==> src/rtl/alu_if.sv <==
// Handshake bus for alu_secuencial: request side (op + operands) and result side (value + flags).
interface alu_if #(
    parameter int unsigned WIDTH = 8
) ();
    logic             in_valid;
    logic             in_ready;
    logic [4:0]       codigoOP;
    logic [WIDTH-1:0] operandoA;
    logic [WIDTH-1:0] operandoB;
    logic             out_valid;
    logic             out_ready;
    logic [WIDTH-1:0] resultado;
    logic             N;
    logic             Z;
    logic             C;
    logic             V;
    logic             err;

    modport master (
        output in_valid, codigoOP, operandoA, operandoB, out_ready,
        input  in_ready, out_valid, resultado, N, Z, C, V, err
    );

    modport slave (
        input  in_valid, codigoOP, operandoA, operandoB, out_ready,
        output in_ready, out_valid, resultado, N, Z, C, V, err
    );
endinterface

==> src/rtl/alu_secuencial.sv <==
// Registered ALU with valid/ready handshake; mul/div/mod iterate one bit per cycle.
// Define ALU_SAT_EN to make add/sub saturate to signed limits on overflow.
module alu_secuencial #(
    parameter int unsigned WIDTH = 8
) (
    input logic   clk,
    input logic   rst_n,
    alu_if.slave  bus
);
    localparam int unsigned SHW = $clog2(WIDTH) + 1;
    localparam int unsigned CW  = (WIDTH > 2) ? $clog2(WIDTH) : 1;

`ifdef ALU_SAT_EN
    localparam bit SatEn = 1'b1;
`else
    localparam bit SatEn = 1'b0;
`endif

    localparam logic [4:0] OpAdd = 5'b00000;
    localparam logic [4:0] OpSub = 5'b00001;
    localparam logic [4:0] OpMul = 5'b00010;
    localparam logic [4:0] OpAnd = 5'b00101;
    localparam logic [4:0] OpOr  = 5'b00110;
    localparam logic [4:0] OpXor = 5'b01000;
    localparam logic [4:0] OpDiv = 5'b01010;
    localparam logic [4:0] OpMod = 5'b01011;
    localparam logic [4:0] OpShl = 5'b01100;
    localparam logic [4:0] OpShr = 5'b01101;

    typedef enum logic [1:0] {StIdle, StBusy, StDone} state_e;

    state_e             state_q, state_d;
    logic [4:0]         op_q, op_d;
    logic [CW-1:0]      cnt_q, cnt_d;
    logic [2*WIDTH-1:0] acc_q, acc_d;      // product, or remainder in the low WIDTH+1 bits
    logic [2*WIDTH-1:0] mcand_q, mcand_d;
    logic [WIDTH-1:0]   b_q, b_d;          // multiplier (shifted) or divisor (held)
    logic [WIDTH-1:0]   quo_q, quo_d;
    logic [WIDTH-1:0]   res_q, res_d;
    logic               n_q, n_d, z_q, z_d, c_q, c_d, v_q, v_d, err_q, err_d;

    // Single-cycle datapath, fed straight from the bus at accept.
    logic [WIDTH-1:0] a, b, oc_res;
    logic [SHW-1:0]   amt;
    logic [WIDTH:0]   sum, shl_t, shr_t;
    logic             oc_c, oc_v, oc_err;

    always_comb begin
        a      = bus.operandoA;
        b      = bus.operandoB;
        amt    = b[SHW-1:0];
        oc_res = '0;
        oc_c   = 1'b0;
        oc_v   = 1'b0;
        oc_err = 1'b0;
        sum    = '0;
        shl_t  = '0;
        shr_t  = '0;
        case (bus.codigoOP)
            OpAdd: begin
                sum    = {1'b0, a} + {1'b0, b};
                oc_res = sum[WIDTH-1:0];
                oc_c   = sum[WIDTH];
                oc_v   = (a[WIDTH-1] == b[WIDTH-1]) && (oc_res[WIDTH-1] != a[WIDTH-1]);
            end
            OpSub: begin
                oc_res = a - b;
                oc_c   = (a >= b);
                oc_v   = (a[WIDTH-1] != b[WIDTH-1]) && (oc_res[WIDTH-1] != a[WIDTH-1]);
            end
            OpAnd: oc_res = a & b;
            OpOr:  oc_res = a | b;
            OpXor: oc_res = a ^ b;
            OpShl: begin
                if (amt < SHW'(WIDTH)) begin
                    shl_t  = {1'b0, a} << amt;
                    oc_res = shl_t[WIDTH-1:0];
                    oc_c   = shl_t[WIDTH];
                end
            end
            OpShr: begin
                if (amt < SHW'(WIDTH)) begin
                    shr_t  = {a, 1'b0} >> amt;
                    oc_res = shr_t[WIDTH:1];
                    oc_c   = shr_t[0];
                end
            end
            OpMul, OpDiv, OpMod: oc_err = 1'b0;
            default: oc_err = 1'b1;
        endcase
        // Only add/sub can raise oc_v; the sign of A tells which limit was crossed.
        if (SatEn && oc_v) begin
            oc_res = a[WIDTH-1] ? {1'b1, {(WIDTH-1){1'b0}}} : {1'b0, {(WIDTH-1){1'b1}}};
        end
    end

    // One iteration of shift-add multiply and restoring divide.
    logic [2*WIDTH-1:0] it_acc, it_mcand;
    logic [WIDTH-1:0]   it_b, it_quo;
    logic [WIDTH:0]     shifted, trial;

    always_comb begin
        it_acc   = acc_q;
        it_mcand = mcand_q;
        it_b     = b_q;
        it_quo   = quo_q;
        shifted  = {acc_q[WIDTH-1:0], quo_q[WIDTH-1]};
        trial    = shifted - {1'b0, b_q};
        if (op_q == OpMul) begin
            it_acc   = acc_q + (b_q[0] ? mcand_q : '0);
            it_mcand = mcand_q << 1;
            it_b     = b_q >> 1;
        end else if (!trial[WIDTH]) begin
            it_acc = {{(WIDTH-1){1'b0}}, trial};
            it_quo = {quo_q[WIDTH-2:0], 1'b1};
        end else begin
            it_acc = {{(WIDTH-1){1'b0}}, shifted};
            it_quo = {quo_q[WIDTH-2:0], 1'b0};
        end
    end

    logic             load;
    logic             new_ill;
    logic [WIDTH-1:0] new_res;
    logic             new_c, new_v, new_err;

    always_comb begin
        state_d = state_q;
        op_d    = op_q;
        cnt_d   = cnt_q;
        acc_d   = acc_q;
        mcand_d = mcand_q;
        b_d     = b_q;
        quo_d   = quo_q;
        load    = 1'b0;
        new_ill = 1'b0;
        new_res = '0;
        new_c   = 1'b0;
        new_v   = 1'b0;
        new_err = 1'b0;
        unique case (state_q)
            StIdle: begin
                if (bus.in_valid) begin
                    op_d  = bus.codigoOP;
                    cnt_d = '0;
                    acc_d = '0;
                    if (bus.codigoOP inside {OpMul, OpDiv, OpMod}) begin
                        mcand_d = {{WIDTH{1'b0}}, bus.operandoA};
                        quo_d   = bus.operandoA;
                        b_d     = bus.operandoB;
                        state_d = StBusy;
                    end else begin
                        load    = 1'b1;
                        new_res = oc_res;
                        new_c   = oc_c;
                        new_v   = oc_v;
                        new_err = oc_err;
                        new_ill = oc_err;
                        state_d = StDone;
                    end
                end
            end
            StBusy: begin
                acc_d   = it_acc;
                mcand_d = it_mcand;
                b_d     = it_b;
                quo_d   = it_quo;
                cnt_d   = cnt_q + 1'b1;
                // The last iteration and the result capture share one edge.
                if (cnt_q == CW'(WIDTH - 1)) begin
                    load    = 1'b1;
                    state_d = StDone;
                    if (op_q == OpMul) begin
                        new_res = it_acc[WIDTH-1:0];
                        new_v   = |it_acc[2*WIDTH-1:WIDTH];
                    end else begin
                        new_res = (op_q == OpDiv) ? it_quo : it_acc[WIDTH-1:0];
                        new_v   = (b_q == '0);
                        new_err = (b_q == '0);
                    end
                end
            end
            StDone: begin
                if (bus.out_ready) state_d = StIdle;
            end
            default: state_d = StIdle;
        endcase
        res_d = load ? new_res : res_q;
        n_d   = load ? new_res[WIDTH-1] && !new_ill : n_q;
        z_d   = load ? (new_res == '0) && !new_ill : z_q;
        c_d   = load ? new_c : c_q;
        v_d   = load ? new_v : v_q;
        err_d = load ? new_err : err_q;
    end

    always_ff @(posedge clk or negedge rst_n) begin
        if (!rst_n) begin
            state_q <= StIdle;
            op_q    <= '0;
            cnt_q   <= '0;
            acc_q   <= '0;
            mcand_q <= '0;
            b_q     <= '0;
            quo_q   <= '0;
            res_q   <= '0;
            n_q     <= 1'b0;
            z_q     <= 1'b0;
            c_q     <= 1'b0;
            v_q     <= 1'b0;
            err_q   <= 1'b0;
        end else begin
            state_q <= state_d;
            op_q    <= op_d;
            cnt_q   <= cnt_d;
            acc_q   <= acc_d;
            mcand_q <= mcand_d;
            b_q     <= b_d;
            quo_q   <= quo_d;
            res_q   <= res_d;
            n_q     <= n_d;
            z_q     <= z_d;
            c_q     <= c_d;
            v_q     <= v_d;
            err_q   <= err_d;
        end
    end

    assign bus.in_ready  = (state_q == StIdle);
    assign bus.out_valid = (state_q == StDone);
    assign bus.resultado = res_q;
    assign bus.N         = n_q;
    assign bus.Z         = z_q;
    assign bus.C         = c_q;
    assign bus.V         = v_q;
    assign bus.err       = err_q;
endmodule

==> src/flat_wrapper.sv <==
// flat-port wrapper written by rule: the top's interface ports become plain ports
module alu_secuencial_flat 
#(
    parameter int unsigned WIDTH = 8
)
  (clk, rst_n, bus_in_valid, bus_codigoOP, bus_operandoA, bus_operandoB, bus_out_ready, bus_in_ready, bus_out_valid, bus_resultado, bus_N, bus_Z, bus_C, bus_V, bus_err);
  alu_if #(.WIDTH(WIDTH)) bus_i ();
  input logic clk;
  input logic rst_n;
  input wire logic [$bits(bus_i.in_valid)-1:0] bus_in_valid;
  input wire logic [$bits(bus_i.codigoOP)-1:0] bus_codigoOP;
  input wire logic [$bits(bus_i.operandoA)-1:0] bus_operandoA;
  input wire logic [$bits(bus_i.operandoB)-1:0] bus_operandoB;
  input wire logic [$bits(bus_i.out_ready)-1:0] bus_out_ready;
  output wire logic [$bits(bus_i.in_ready)-1:0] bus_in_ready;
  output wire logic [$bits(bus_i.out_valid)-1:0] bus_out_valid;
  output wire logic [$bits(bus_i.resultado)-1:0] bus_resultado;
  output wire logic [$bits(bus_i.N)-1:0] bus_N;
  output wire logic [$bits(bus_i.Z)-1:0] bus_Z;
  output wire logic [$bits(bus_i.C)-1:0] bus_C;
  output wire logic [$bits(bus_i.V)-1:0] bus_V;
  output wire logic [$bits(bus_i.err)-1:0] bus_err;
  assign bus_i.in_valid = bus_in_valid;
  assign bus_i.codigoOP = bus_codigoOP;
  assign bus_i.operandoA = bus_operandoA;
  assign bus_i.operandoB = bus_operandoB;
  assign bus_i.out_ready = bus_out_ready;
  assign bus_in_ready = bus_i.in_ready;
  assign bus_out_valid = bus_i.out_valid;
  assign bus_resultado = bus_i.resultado;
  assign bus_N = bus_i.N;
  assign bus_Z = bus_i.Z;
  assign bus_C = bus_i.C;
  assign bus_V = bus_i.V;
  assign bus_err = bus_i.err;
  alu_secuencial #(.WIDTH(WIDTH)) u_core (.clk(clk), .rst_n(rst_n), .bus(bus_i));
endmodule
==> config.mk <==
export PLATFORM = sky130hd
export DESIGN_NAME = alu_secuencial_flat
export DESIGN_NICKNAME = d
export VERILOG_FILES = /design/src/rtl/alu_if.sv /design/src/rtl/alu_secuencial.sv /design/src/flat_wrapper.sv
export SDC_FILE = /design/constraint.sdc
export NUM_CORES = 1
export LEC_CHECK = 0
export BUFFER_PORTS_ARGS = -buffer_cell sky130_fd_sc_hd__buf_2
export CORE_ASPECT_RATIO = 0.6
export CORE_MARGIN = 3
export CORE_UTILIZATION = 25
export CTS_CLUSTER_SIZE = 8
export DETAILED_ROUTE_END_ITERATION = 16
export SLEW_MARGIN = 20
export SYNTH_ARGS = -nofsm -noshare
export SYNTH_HDL_FRONTEND = slang
export SYNTH_SLANG_ARGS = --single-unit
==> constraint.sdc <==
create_clock -name clk -period 8.2 [get_ports clk]
set_clock_uncertainty 0.2 [all_clocks]
set_input_delay 0.41 -clock clk [delete_from_list [all_inputs] [get_ports clk]]
set_output_delay 0.41 -clock clk [all_outputs]
set_load 0.005 [all_outputs]
==> flow_summary.toml, run 1 <==
[outcome]
status = "finished with violations"
violations = "negative hold slack"

[timing]
fin_crit_sh = 0.602
finalSetupTns_ns = 0
max-slew-margin-rel = 0.260
postLayoutSetupSlackWorst_ns = 3.26
report.final.slew_viol_count = 0
rsz0062_at_grt = "no"
final-setup-viol-count = 0
fin_crit_ns = 4.94
max_freq_mhz = 203
tightest_slew_ns = 1.10
hold_slack_ns = -0.00200
finalHoldViolations = 1

[clock_network]
clk_pin_slew_ns = 0.07
h-tree-depth = 3
ctsLongestPathBuffers = 2
post_cts_buffers = 0
post_cts_resized = 0
cts_tree = "built"
tritoncts.num_buffers = 9
cts.sinks = 71
clock-root-buffer = "clkbuf_16"
insertion_delay_ns = 0.35
ctsHoldBuffers = 0

[grt]
track_usage = 0.167
grt_use_met3 = 0.0721
grt_pass1_vias = 5768
top_usage_layer = "met1"
use_met1 = 0.272
grt_first_pass_wirelength_um = 35200
grt_overflow = 0
grt_max_degree = 72
antenna_found_initial = 0
met2_usage = 0.197

[logic_synthesis]
synthAdderAreaFrac = 0.112
synth_top_family_by_area = "compound AO/OA/AOI/OAI gates"
ys_seq_elements = 71
synth_cell_types = 80
yosys.area_share.xor_xnor = 0.0288
syn-cell-area_um2 = 6380
syn-num-nets = 881
dominantRegCellSynth = "dfrtp_1"
synthMuxAreaShare = 0.0490
avgSynthCellArea_um2 = 7.97
yosys_warnings = 0
async_reset_ff_frac = 1.00
synthSimpleGateAreaFrac = 0.234
synth_edf_count = 0
synth_cells = 801
synth_compound_area_frac = 0.237
synth_seq_area_share = 0.278

[cells_and_area]
nFillCells = 2708
syn_to_final_growth_pct = 11.6
final_layout_size_suffix_gt1_frac = 0.102
fin_cells = 1137
fin_area_um2 = 7130
n_antenna_cell = 0
final_nets = 890

[setup_path]
reg2reg_slack_ns = 3.26
startpoint_type = "register"
worst-path-buf-inv = 1
cp_num_cells = 16
critical_path_class = "reg -> reg"
r2r-start = "u_core.b_q[0]$_DFFE_PN0P_"
required_ns = 8.28
timing.rr.end = "u_core.bus.Z$_DFFE_PN0P_"
end_kind = "register"
cp_cell_sequence = "ha_1 -> inv_1 -> fa_1 -> a21o_1 -> a211oi_1 -> nor2b_1 -> o21ai_0 -> nand2b_1 -> ha_1 -> nand2_1 -> o21ai_0 -> o21ai_0 -> a2111oi_1 -> nand4_1 -> nor3_2 -> a32o_2"
cpPeakStageDelay_ns = 0.69
crit_family = "compound AO/OA/AOI/OAI gates"
cp_common_cell = "o21ai_0"
critical_path.slowest_cell = "ha_1"
arrival_ns = 5.02
r2r_cells = 16
path_max_fanout = 19

[floorplanning]
core_um2 = 24700
io_pins = 40
start_util = 0.259
die_h_um = 130
die_area_um2 = 27600
rows = 44
fp.dieW_um = 212

[placed_design]
dp.cells = 1121
pre_cts_ws_ns = 3.44
dp_hpwl_um = 17400
port_buffers = 39
gp_congestion = 0.917
placed_cell_area_um2 = 6800

[drt]
remaining_drc_errors = 0
drt_iter0_drc = 672
first_pass_iters = 5
via_per_inst = 5.47
finalWirelength_um = 22600
vias = 6225
antenna_left = 0
wl_per_cell_um = 19.9

[pwr]
leakagePower_uw = 0.00322
p_per_area_nw_per_um2 = 224
ir_worst_vdd_v = 0.000137

[min_path]
hold_path_class = "in -> async"

[run]
cap_viol_max_count = 0
synth_stat cells, drive strengths merged, types with 3 or more instances:
| cell | instances | share of area |
|---|---|---|
| a2111oi | 5 | 0.0080 |
| o31a | 3 | 0.0043 |
| nor2 | 60 | 0.037 |
| a21o | 8 | 0.0094 |
| a2bb2oi | 5 | 0.0069 |
| nand2b | 7 | 0.0069 |
| mux4 | 4 | 0.014 |
| a22o | 3 | 0.0041 |
| a211oi | 11 | 0.013 |
| o31ai | 5 | 0.0059 |
| mux2i | 20 | 0.031 |
| nor4 | 5 | 0.0059 |
| ha | 51 | 0.10 |
| nor3b | 4 | 0.0055 |
| a31oi | 23 | 0.023 |
| inv | 40 | 0.024 |
| nand4 | 3 | 0.0029 |
| xnor2 | 16 | 0.022 |
| o21ai | 52 | 0.041 |
| or3 | 3 | 0.0029 |
| and3 | 8 | 0.0078 |
| a21oi | 50 | 0.040 |
| nand2 | 132 | 0.078 |
| a32o | 4 | 0.0065 |
| o21a | 6 | 0.0071 |
| and2 | 20 | 0.020 |
| dfrtp | 71 | 0.28 |
| nor3 | 17 | 0.014 |
| nor2b | 10 | 0.0098 |
| a311o | 3 | 0.0047 |
| o211ai | 8 | 0.0094 |
| a221oi | 7 | 0.011 |
| o22ai | 10 | 0.0098 |
| clkbuf | 26 | 0.020 |
| buf | 20 | 0.016 |
| or2 | 4 | 0.0039 |
| o21bai | 3 | 0.0035 |
| fa | 4 | 0.013 |
| nand3 | 30 | 0.024 |
| a211o | 3 | 0.0041 |
| xor2 | 5 | 0.0069 |
metal layers:
metal	vias to the layer above	share of wire
met5	-	0
met4	0	0.0064
met3	17	0.15
met2	306	0.34
met1	2997	0.51
li1	2905	-
per-stage QoR:
step | hold WS (ns) | total power, uW | utilization
2_1_floorplan | -0.0856 | 930 | -
3_3_place_gp | 0.263 | 1130 | 0.276
3_5_place_dp | 0.260 | 1130 | 0.276
4_1_cts | 0.0485 | 1580 | 0.289
5_1_grt | 0.0819 | 1700 | 0.289
6_report | -0.00200 | 1600 | 0.289
layout make-up:
type	count	area [um2]	share of cell area
Multi-Input combinational cell	643	4230	0.593
Sequential cell	71	1780	0.249
Tap cell	322	403	0.0565
Clock buffer	10	239	0.0335
Timing Repair Buffer	44	235	0.0330
Inverter	41	154	0.0216
Clock inverter	6	92.6	0.0130
power breakdown:
| part | switching (uW) | total (uW) | internal, uW |
|---|---|---|---|
| Combinational | 352 | 581 | 229 |
| Clock | 168 | 445 | 276 |
| Sequential | 136 | 572 | 436 |
| Total | 656 | 1600 | 941 |
registers in the layout (all words and copies together), names as in the netlist:
| signal | count |
|---|---|
| u_core.acc_q | 16 |
| u_core.bus.err | 1 |
| u_core.bus.resultado | 8 |
| u_core.b_q | 8 |
| u_core.quo_q | 8 |
| u_core.state_q | 2 |
| u_core.bus.C | 1 |
| u_core.mcand_q | 16 |
| u_core.bus.V | 1 |
| u_core.bus.N | 1 |
| u_core.bus.Z | 1 |
| u_core.cnt_q | 3 |
| u_core.op_q | 5 |
worst reg2reg max path, stage by stage, from the launching register on:
cell       delay (ns)
dfrtp_1          0.63
ha_1             0.26
inv_1            0.06
fa_1             0.46
a21o_1           0.22
a211oi_1         0.36
nor2b_1          0.09
o21ai_0          0.18
nand2b_1         0.08
ha_1             0.69
nand2_1          0.10
o21ai_0          0.13
o21ai_0          0.11
a2111oi_1        0.62
nand4_1          0.29
nor3_2           0.19
a32o_2           0.19
cells by family (layout without fill, tap and decap cells):
| kind of cell | Yosys count | in the layout |
|---|---|---|
| buffers and inverters | 87 | 101 |
| AND/OR/NAND/NOR | 313 | 313 |
| multiplexers | 26 | 26 |
| AO/OA/AOI/OAI | 228 | 228 |
| adder cells (fa/ha/maj) | 55 | 55 |
| XOR/XNOR | 21 | 21 |
| flip-flops | 71 | 71 |
worst max path at each step:
stage	startpoint	end
3_5_place_dp	u_core.b_q[0]$_DFFE_PN0P_	u_core.bus.Z$_DFFE_PN0P_
2_1_floorplan	u_core.b_q[0]$_DFFE_PN0P_	u_core.bus.Z$_DFFE_PN0P_
3_3_place_gp	u_core.b_q[0]$_DFFE_PN0P_	u_core.bus.Z$_DFFE_PN0P_
6_report	u_core.b_q[0]$_DFFE_PN0P_	u_core.bus.Z$_DFFE_PN0P_
4_1_cts	u_core.b_q[0]$_DFFE_PN0P_	u_core.bus.Z$_DFFE_PN0P_
5_1_grt	u_core.b_q[0]$_DFFE_PN0P_	u_core.bus.Z$_DFFE_PN0P_
cell usage in the layout (no fill, tap or decap), types with 11 or more instances in the layout:
cell,synthesis,routed
nand2_1,132,132
dfrtp_1,71,71
nor2_1,58,56
ha_1,51,51
a21oi_1,49,49
o21ai_0,45,45
inv_1,40,40
buf_2,18,38
nand3_1,30,30
a31oi_1,23,23
and2_1,20,20
mux2i_1,20,20
nor3_1,16,16
xnor2_1,16,16
a211oi_1,11,11
No activity file was read; power rests on OpenSTA's default activity.
==> inputs of run 2 (changes only) <==
- ABC_AREA: default -> 1
- clock period: 8.2 -> 4.1 ns (I/O delays scaled with it)
==> flow_summary.toml, run 2 <==
[logic_synthesis]
avgSynthCellArea_um2 = 6.36
ys_seq_elements = 71
syn-cell-area_um2 = 6630
netlist_top_cells_count = "324 x nand2_1, 136 x inv_1, 114 x nand3_1, 76 x nor2_1, 71 x dfrtp_1"
syn-num-nets = 1122
synth.most_common_cell = "nand2_1"
synth_top_family_by_area = "simple AND/OR/NAND/NOR gates"
ys_top_cells_by_area = "dfrtp_1 27%, nand2_1 18%, ha_1 9.6%"
yosysTopAreaCellShare = 0.268
yosys.area_share.xor_xnor = 0.00397
synthMuxAreaShare = 0
synth_cell_types = 41
synth_top_area_cell = "dfrtp_1"
synthSimpleGateAreaFrac = 0.369
synth_seq_area_share = 0.268
yosys_warnings = 0
synthAdderAreaFrac = 0.108
dominantRegCellSynth = "dfrtp_1"
async_reset_ff_frac = 1.00
synth_compound_area_frac = 0.147
synth_cells = 1042
synth_edf_count = 0

[setup_path]
end_kind = "register"
r2r_cells = 20
r2r-start = "u_core.quo_q[7]$_DFFE_PN0P_"
reg2reg_slack_ns = 0.41
required_ns = 4.14
path_max_fanout = 8
timing.rr.end = "u_core.bus.Z$_DFFE_PN0P_"
critical_path_class = "reg -> reg"
arrival_ns = 3.73
startpoint_type = "register"

[floorplanning]
die_h_um = 132
start_util = 0.258
die_area_um2 = 28600
core_um2 = 25700
rows = 45
fp.dieW_um = 216
io_pins = 40

[grt]
grt_overflow = 0
grt_first_pass_wirelength_um = 36300
track_usage = 0.160
grt_pass1_vias = 6330
antenna_found_initial = 0
grt_max_degree = 72

[clock_network]
insertion_delay_ns = 0.34
tritoncts.num_buffers = 9
clk_pin_slew_ns = 0.07
ctsLongestPathBuffers = 2
cts.sinks = 71
clock-root-buffer = "clkbuf_16"
h-tree-depth = 3
cts_tree = "built"

[timing]
finalHoldViolations = 0
fin_crit_sh = 0.901
finalSetupTns_ns = 0
max-slew-margin-rel = 0.363
report.final.slew_viol_count = 0
fin_crit_ns = 3.69
rsz0062_at_grt = "no"
tightest_slew_ns = 0.955
max_freq_mhz = 271
final-setup-viol-count = 0

[pwr]
ir_worst_vdd_v = 0.000226
p_per_area_nw_per_um2 = 474
power_uw = 3620
leakagePower_uw = 0.00403

[cells_and_area]
syn_to_final_growth_pct = 15.2
reg_top3 = "u_core.acc_q: 16 flops, u_core.mcand_q: 16 flops"
final_common_cell = "nand2_1"
final_cell_mix = "324 x nand2_1, 136 x inv_1, 114 x nand3_1"
final_util = 0.297
final_nets = 1161
final_layout_size_suffix_gt1_frac = 0.0921
n_antenna_cell = 0
nFillCells = 2822

[min_path]
hold_start = "bus_operandoB[4]"
hold_path_class = "in -> reg"
min_path_cells = 3
worstHoldEndpoint = "u_core.b_q[4]$_DFFE_PN0P_"

[drt]
antenna_left = 0
wl_per_cell_um = 16.0
drt_iter0_drc = 722
first_pass_iters = 5
remaining_drc_errors = 0
vias = 7032
via_per_inst = 4.89
finalWirelength_um = 23000

[outcome]
status = "finished clean"

[run]
cap_viol_max_count = 0

[placed_design]
gp_congestion = 0.946
port_buffers = 39
dp_hpwl_um = 18200
[run 2: changes by cell type after synthesis, moves of 13 or more]
cell and change:
nand2_1 +192, inv_1 +96, nor2_1 +18, nand3_1 +84
and2_1 -19, xnor2_1 -15, a31oi_1 -13, nand4_1 +15
o21ai_0 +21, mux2i_1 -20
[run 2: area by class of cell]
cell class | count | area, um2 | area share
clock buffers | 9 | 225 | 0.0295
clock inverters | 7 | 104 | 0.0136
inverters | 144 | 544 | 0.0713
multi-input cells | 795 | 4170 | 0.546
flip-flops and latches | 71 | 1780 | 0.233
well taps | 352 | 440 | 0.0577
repair buffers | 60 | 373 | 0.0489
[run 2: per-stage QoR]
stage / std cells / setup slack [ns] / hold WS, ns / cell area, um2
finish: 1438 / 0.407 / 0.0164 / 7630
global route: 1438 / 0.0435 / 0.0317 / 7630
CTS: 1435 / 0.345 / 0.0138 / 7600
detailed placement: 1412 / 0.356 / 0.207 / 7210
global placement: 1412 / 0.473 / 0.211 / 7210
floorplan: 1042 / 0.909 / -0.291 / 6630
[run 2: worst max-delay path: stages, from the launching register on]
cell and delay (ns):
dfrtp_1 0.39, inv_1 0.09, ha_1 0.15, inv_1 0.08
fa_1 0.53, nand3_1 0.15, nand3_1 0.10, a21oi_1 0.14
o21bai_1 0.08, ha_1 0.48, clkinvlp_4 0.22, a21oi_1 0.13
o21ai_0 0.09, nand3_1 0.08, nand2_1 0.07, o21ai_0 0.20
nand3_1 0.11, nand3_1 0.12, nor2_1 0.06, nand4_1 0.06
nand2_1 0.05
[run 2: worst max-delay path by stage]
stage	start	end	slack [ns]	cells after the start
CTS	u_core.quo_q[7]$_DFFE_PN0P_	u_core.bus.Z$_DFFE_PN0P_	0.34	20
finish	u_core.quo_q[7]$_DFFE_PN0P_	u_core.bus.Z$_DFFE_PN0P_	0.41	20
global route	u_core.quo_q[7]$_DFFE_PN0P_	u_core.bus.Z$_DFFE_PN0P_	0.04	20
floorplan	u_core.quo_q[7]$_DFFE_PN0P_	u_core.bus.Z$_DFFE_PN0P_	0.91	21
global placement	u_core.quo_q[7]$_DFFE_PN0P_	u_core.bus.Z$_DFFE_PN0P_	0.47	20
detailed placement	u_core.quo_q[7]$_DFFE_PN0P_	u_core.bus.Z$_DFFE_PN0P_	0.36	20
[run 2: logic make-up after synthesis]
family / after synthesis
buffers and inverters: 176
flip-flops: 71
AO/OA/AOI/OAI: 171
adder cells (fa/ha/maj): 55
AND/OR/NAND/NOR: 566
XOR/XNOR: 3
[run 2: metal layers]
layer | GRT usage | part of all wire | vias to the layer above
li1 | - | - | 3485
met1 | 0.261 | 0.51 | 3194
met2 | 0.193 | 0.35 | 336
met3 | 0.0571 | 0.13 | 17
met4 | 0.0321 | 0.013 | 0
met5 | 0 | 0 | -
[run 2: power by group]
part           switching [uW]  internal (uW)
clock                     346            542
combinational            1160            546
sequential                136            889
[run 2: timing repair]
action                     CTS  global route
hold buffers                 7             0
setup buffers                0             3
hold endpoints to repair    77             0
setup endpoints to repair    0             2
gates resized for setup      0             1
